==> src/rtl/vga_timing_pkg.sv <==
// vga_timing_pkg: 640x480@60 VGA timing constants, lock FSM encoding and the
// per-pixel CRC-16-CCITT step shared by the VGA transmitter and receiver.
package vga_timing_pkg;
    localparam int H_VIS = 640;
    localparam int H_FP = 16;
    localparam int H_SYNC = 96;
    localparam int H_BP = 48;
    localparam int V_VIS = 480;
    localparam int V_FP = 10;
    localparam int V_SYNC = 2;
    localparam int V_BP = 33;
    localparam int H_TOTAL = H_VIS + H_FP + H_SYNC + H_BP;
    localparam int V_TOTAL = V_VIS + V_FP + V_SYNC + V_BP;
    localparam int H_ACT_START = H_SYNC + H_BP;
    localparam int V_ACT_START = V_SYNC + V_BP;
    localparam logic SYNC_POL = 1'b0;
    typedef enum logic [1:0] {SEARCH, MEASURE, LOCKED} vga_state_e;
    function automatic logic [15:0] crc16_px(input logic [15:0] crc, input logic [11:0] rgb);
        logic [15:0] c;
        c = crc;
        for (int i = 11; i >= 0; i--)
            c = {c[14:0], 1'b0} ^ ((c[15] ^ rgb[i]) ? 16'h1021 : 16'h0000);
        return c;
    endfunction
endpackage

==> src/rtl/vga_sync_edge_detect.sv <==
// vga_sync_edge_detect: two-stage pix_ce sampler for one sync line, with
// assert/deassert pulses issued on the strobe that loads the new level into stage 2.
module vga_sync_edge_detect
    import vga_timing_pkg::*;
#(
    parameter logic POL = SYNC_POL
) (
    input  logic clk,
    input  logic reset,
    input  logic pix_ce_i,
    input  logic sync_i,
    output logic asr_o,
    output logic dea_o
);
    logic s1_q, s2_q;
    always_ff @(posedge clk or posedge reset) begin
        if (reset) begin
            s1_q <= ~POL;
            s2_q <= ~POL;
        end else if (pix_ce_i) begin
            s1_q <= sync_i;
            s2_q <= s1_q;
        end
    end
    assign asr_o = pix_ce_i && (s1_q == POL) && (s2_q != POL);
    assign dea_o = pix_ce_i && (s1_q != POL) && (s2_q == POL);
endmodule

==> src/rtl/vga_sync_receiver.sv <==
// vga_sync_receiver: locks onto incoming VGA timing, recovers x/y, probes one pixel and
// counts dark pixels per frame. Define VGA_RX_FRAME_CRC_EN to add a per-frame CRC-16.
module vga_sync_receiver #(
    parameter int H_VIS = vga_timing_pkg::H_VIS,
    parameter int H_FP = vga_timing_pkg::H_FP,
    parameter int H_SYNC = vga_timing_pkg::H_SYNC,
    parameter int H_BP = vga_timing_pkg::H_BP,
    parameter int V_VIS = vga_timing_pkg::V_VIS,
    parameter int V_FP = vga_timing_pkg::V_FP,
    parameter int V_SYNC = vga_timing_pkg::V_SYNC,
    parameter int V_BP = vga_timing_pkg::V_BP,
    parameter logic SYNC_POL = vga_timing_pkg::SYNC_POL
) (
    input  logic        clk,
    input  logic        reset,
    input  logic        pix_ce,
    input  logic        hsync_in,
    input  logic        vsync_in,
    input  logic [11:0] rgb_in,
    input  logic [9:0]  probe_x,
    input  logic [8:0]  probe_y,
    output logic [9:0]  x_out,
    output logic [8:0]  y_out,
    output logic        active_out,
    output logic        frame_start,
    output logic        locked,
    output logic        lock_err,
    output logic [11:0] probe_color,
    output logic        probe_valid,
    output logic [18:0] dark_count,
    output logic        dark_valid
`ifdef VGA_RX_FRAME_CRC_EN
    ,
    output logic [15:0] frame_crc,
    output logic        crc_valid
`endif
);
    import vga_timing_pkg::*;
    localparam int H_TOT = H_VIS + H_FP + H_SYNC + H_BP;
    localparam int V_TOT = V_VIS + V_FP + V_SYNC + V_BP;
    localparam int H_ACT = H_SYNC + H_BP;
    localparam int V_ACT = V_SYNC + V_BP;
    vga_state_e  state_q, state_d;
    logic [9:0]  h_cnt_q, v_cnt_q;
    logic [11:0] rgb1_q, rgb2_q, probe_color_q;
    logic [18:0] acc_q, dark_count_q;
    logic        frame_start_q, lock_err_q, lock_err_d, probe_valid_q, dark_valid_q;
    logic        hs_asr, hs_dea, vs_asr, vs_dea;
    logic        active, pix_act, last_px, is_dark, mismatch;
    logic [9:0]  x;
    logic [8:0]  y;
    vga_sync_edge_detect #(.POL(SYNC_POL)) u_hs (
        .clk(clk), .reset(reset), .pix_ce_i(pix_ce), .sync_i(hsync_in), .asr_o(hs_asr), .dea_o(hs_dea)
    );
    vga_sync_edge_detect #(.POL(SYNC_POL)) u_vs (
        .clk(clk), .reset(reset), .pix_ce_i(pix_ce), .sync_i(vsync_in), .asr_o(vs_asr), .dea_o(vs_dea)
    );
    // Counters describe the stage-2 sample, so every decode below refers to rgb2_q.
    assign active = h_cnt_q >= 10'(H_ACT) && h_cnt_q < 10'(H_ACT + H_VIS)
                 && v_cnt_q >= 10'(V_ACT) && v_cnt_q < 10'(V_ACT + V_VIS);
    assign locked = state_q == LOCKED;
    assign pix_act = locked && active;
    assign x = h_cnt_q - 10'(H_ACT);
    assign y = 9'(v_cnt_q - 10'(V_ACT));
    assign last_px = pix_act && x == 10'(H_VIS - 1) && y == 9'(V_VIS - 1);
    assign is_dark = rgb2_q == 12'h000;
    assign x_out = pix_act ? x : '0;
    assign y_out = pix_act ? y : '0;
    assign active_out = pix_act;
    assign frame_start = frame_start_q;
    assign lock_err = lock_err_q;
    assign probe_color = probe_color_q;
    assign probe_valid = probe_valid_q;
    assign dark_count = dark_count_q;
    assign dark_valid = dark_valid_q;
    // Sync widths are checked on deassert; vsync deassert shares its strobe with a line start.
    assign mismatch = pix_ce && (
        (hs_asr ? h_cnt_q != 10'(H_TOT - 1) : h_cnt_q == 10'(H_TOT - 1)) ||
        (vs_asr ? v_cnt_q != 10'(V_TOT - 1) : hs_asr && v_cnt_q == 10'(V_TOT - 1)) ||
        (hs_dea && h_cnt_q != 10'(H_SYNC - 1)) ||
        (vs_dea && v_cnt_q + 10'(hs_asr) != 10'(V_SYNC)));
    always_comb begin
        state_d = state_q;
        lock_err_d = 1'b0;
        if (state_q == SEARCH) state_d = vs_asr ? MEASURE : SEARCH;
        else if (mismatch) begin
            state_d = SEARCH;
            lock_err_d = 1'b1;
        end else if (state_q == MEASURE && vs_asr) state_d = LOCKED;
    end
    always_ff @(posedge clk or posedge reset) begin
        if (reset) begin
            state_q <= SEARCH;
            h_cnt_q <= '0;
            v_cnt_q <= '0;
            rgb1_q <= '0;
            rgb2_q <= '0;
            acc_q <= '0;
            probe_color_q <= '0;
            dark_count_q <= '0;
            frame_start_q <= 1'b0;
            lock_err_q <= 1'b0;
            probe_valid_q <= 1'b0;
            dark_valid_q <= 1'b0;
        end else begin
            state_q <= state_d;
            lock_err_q <= lock_err_d;
            frame_start_q <= vs_asr;
            probe_valid_q <= 1'b0;
            dark_valid_q <= 1'b0;
            if (pix_ce) begin
                rgb1_q <= rgb_in;
                rgb2_q <= rgb1_q;
                h_cnt_q <= hs_asr ? 10'd0 : h_cnt_q + 10'd1;
                v_cnt_q <= vs_asr ? 10'd0 : v_cnt_q + 10'(hs_asr);
                acc_q <= vs_asr ? 19'd0 : acc_q + 19'(pix_act && is_dark);
                if (pix_act && x == probe_x && y == probe_y) begin
                    probe_color_q <= rgb2_q;
                    probe_valid_q <= 1'b1;
                end
                if (last_px) begin
                    dark_count_q <= acc_q + 19'(is_dark);
                    dark_valid_q <= 1'b1;
                end
            end
        end
    end
`ifdef VGA_RX_FRAME_CRC_EN
    logic [15:0] crc_q, frame_crc_q;
    logic        crc_valid_q;
    assign frame_crc = frame_crc_q;
    assign crc_valid = crc_valid_q;
    always_ff @(posedge clk or posedge reset) begin
        if (reset) begin
            crc_q <= 16'hFFFF;
            frame_crc_q <= '0;
            crc_valid_q <= 1'b0;
        end else begin
            crc_valid_q <= 1'b0;
            if (pix_ce) begin
                crc_q <= vs_asr ? 16'hFFFF : pix_act ? crc16_px(crc_q, rgb2_q) : crc_q;
                if (last_px) begin
                    frame_crc_q <= crc16_px(crc_q, rgb2_q);
                    crc_valid_q <= 1'b1;
                end
            end
        end
    end
`endif
endmodule

==> config.mk <==
export PLATFORM = sky130hd
export DESIGN_NAME = vga_sync_receiver
export DESIGN_NICKNAME = d
export VERILOG_FILES = /design/src/rtl/vga_timing_pkg.sv /design/src/rtl/vga_sync_edge_detect.sv /design/src/rtl/vga_sync_receiver.sv
export SDC_FILE = /design/constraint.sdc
export NUM_CORES = 1
export LEC_CHECK = 0
export ABC_AREA = 1
export CAP_MARGIN = 20
export CORE_MARGIN = 2
export CORE_UTILIZATION = 45
export CTS_CLUSTER_DIAMETER = 150
export DETAILED_ROUTE_END_ITERATION = 8
export GPL_TIMING_DRIVEN = 0
export HOLD_SLACK_MARGIN = 0.15
export PLACE_DENSITY = 0.68
export SKIP_CTS_REPAIR_TIMING = 1
export SLEW_MARGIN = 10
export SYNTH_ARGS = -nofsm -noshare
export SYNTH_HDL_FRONTEND = slang
export SYNTH_HIERARCHICAL = 1
export SYNTH_SLANG_ARGS = --single-unit
==> constraint.sdc <==
create_clock -name clk -period 4.6 [get_ports clk]
set_clock_uncertainty 0.1 [all_clocks]
set_input_delay 1.15 -clock clk [delete_from_list [all_inputs] [get_ports clk]]
set_output_delay 1.15 -clock clk [all_outputs]
set_load 0.02 [all_outputs]
==> summary.txt <==
Outcome: finished, final reports clean
Pins Over Slew Limit: 0
Met2 Use GR: 35.8%
Largest net degree at the start of global routing: 82
Die width: 120 um
Biggest area consumer among synthesized cells: dfrtp_1
Top cells by area, synth: dfrtp_1 (41%), nand2_1 (16%), inv_1 (7.1%)
N_diodes: 0
CTS Buf Count: 9
Post-synthesis sequential area ratio: 43.0%
Crit start category: flip-flop
GPL Wtd Cong: 0.883
Sink Count: 104
Commonest non-fill, non-tap cells in the layout: nand2_1 (258), inv_1 (113), dfrtp_1 (100)
Layout fillers: 1264
Crit Path Class: flip-flop to output port
Post-Syn Nets: 881
CTS tree: yes
DR WL/cell: 13.2 um
Final WS setup: 387 ps
Antenna violations before repair: 0
Most common cell after layout, fill and taps aside: nand2_1
Met1 usage: 29.7%
Final hold viol count: 0
Root Buffer: clkbuf_16
Slew HR: 61.8%
Mean Syn Cell Area: 7.31 um^2
Layer with the highest usage: met2
CP Max Fanout: 10
Global Route Usage Sum: 21.5%
# DRC: 0
Clock slew at reported path FFs: 80 ps
Slew @ Worst Pin: 567 ps
Reg2Reg Setup Slack: 770 ps
Max_cap viols: 0
Hold WC Path Type: flip-flop to flip-flop
DRT Pass-1 Iters: 5
Starting DRT DRC Count: 342
Yosys cell types: 35
CP required: 3350 ps
Total power: 2450 uW
Layout cell share with drive strength beyond 1: 7.36%
Fmax: 237 MHz
Top-area cell type share of the netlist area: 41.2%
# nets final: 984
DP HPWL: 11.5 mm
TNS Setup: 0 ps
Setup WS pre-CTS: 640 ps
Area delta synth->final: 24.3%
Initial core utilization: 46.0%
Clock Latency Late Sink: 360 ps
Vias per std cell: 4.98
Synthesized instance count: 830
WP data arrival: 2960 ps
Max clock buf depth: 2
Post-Route WL: 14.7 mm
Post-route ant nets: 0
Synth warn: 6
Register bit total from synthesis: 104
CP endpoint kind: output port
Synthesized cell area: 6070 um^2
DR vias: 5547
Unrepaired setup endpoints after global routing: false
Met3 Usage GRT: 3.94%
Die ar.: 14400 um^2
Maximum vdd drop: 0.189 mV
Vias in the first global route: 5158
# rows: 42
Crit share post-route: 91.6%
Core ar.: 13200 um^2
Pwr/cell area: 325 nW/um^2
Total gr overflow: 0
H-Tree Depth: 3
Min cycle time layout: 4210 ps
Final Setup Violations: 0
Static Leak: 0.00377 uW
Die extent in y: 120 um
Port buffer count: 91
First-pass GRT wire length: 24.8 mm
Io pins: 92
[per-layer routing]
metal,part of all wire (%),up-vias,routed length [um]
met3,3.8,4,565
met5,0,-,0
met2,48,112,7120
li1,-,2857,-
met1,47,2574,6940
met4,0.58,0,85
[layout make-up]
class / instances / area, um^2 / area share [%]
multi-input combinational: 587 / 2890 / 38.3
tap: 176 / 220 / 2.92
timing repair buffer: 92 / 938 / 12.4
sequential: 104 / 2610 / 34.6
clock inverter: 7 / 86.3 / 1.14
clock buffer: 9 / 225 / 2.98
buffer: 23 / 134 / 1.77
inverter: 116 / 445 / 5.90
[critical path, cell delays in order (launching register included)]
cell             delay, ps
dfrtp_1                470
inv_1                  180
ha_1                   280
nand2_2                160
a21oi_1                 90
nand2_1                 60
nand2_1                 80
nor2_2                 120
nand2_2                 90
clkbuf_2               240
a21oi_1                190
clkdlybuf4s50_1        640
[registers in the layout, summed over array words and instances, names as in the netlist]
| register | cells |
|---|---|
| rgb1_q | 12 |
| u_hs/s1_q | 1 |
| state_q | 2 |
| rgb2_q | 12 |
| acc_q | 19 |
| lock_err | 1 |
| v_cnt_q | 10 |
| h_cnt_q | 10 |
| probe_valid | 1 |
| dark_valid | 1 |
| probe_color | 12 |
| dark_count | 19 |
| u_hs/s2_q | 1 |
| u_vs/s2_q | 1 |
| frame_start | 1 |
| u_vs/s1_q | 1 |
[cell usage after synthesis (all sizes together)]
master	number
a211oi	1
a21oi	31
a221oi	2
a311oi	3
a31oi	2
buf	16
clkbuf	7
clkinv	1
dfrtp	100
dfstp	4
ha	15
inv	115
nand2	264
nand3	64
nand3b	7
nand4	23
nor2	88
nor3	8
nor4	3
o21ai	50
o22ai	8
o31ai	1
o32ai	1
xnor2	3
xor2	13
[logic make-up (layout without fill, tap and decap cells)]
family | Yosys count | count (layout) | synth area share, %
AOI/OAI and AO/OA | 99 | 99 | 9.44
and+or+nand+nor | 457 | 457 | 32.8
adders and majority gates | 15 | 15 | 3.09
DFF | 104 | 104 | 43.0
buffers and inverters | 139 | 247 | 9.44
xor gates and xnor gates | 16 | 16 | 2.31
[metrics by stage]
stage,hold WS [ps],utilization (%),area (um^2),cells
after floorplan,342,-,6070,830
after global placement,355,54.6,7200,1097
after detailed placement,357,54.8,7230,1098
after CTS,376,57.2,7540,1114
after global routing,383,57.2,7550,1114
final,372,57.2,7550,1114
[power by group]
group	total, uW	internal [uW]	switching (uW)
clock network	777	389	388
registers	1080	996	83.2
logic	598	217	381
total	2450	1600	852
[path summary, 6_finish.rpt]
check / startpoint / endpoint / depth (start not counted)
max in group asynchronous: reset / acc_q[10]$_DFFE_PP0P_ / 3
min reg2reg: probe_color[2]$_DFFE_PP0P_ / probe_color[2]$_DFFE_PP0P_ / 2
max: h_cnt_q[4]$_DFFE_PP0P_ / x_out[6] / 11
max reg2reg: h_cnt_q[4]$_DFFE_PP0P_ / acc_q[15]$_DFFE_PP0P_ / 18
min in group asynchronous: reset / h_cnt_q[0]$_DFFE_PP0P_ / 2
min: probe_color[2]$_DFFE_PP0P_ / probe_color[2]$_DFFE_PP0P_ / 2
Note: power is estimated with default switching activity, not from simulation.
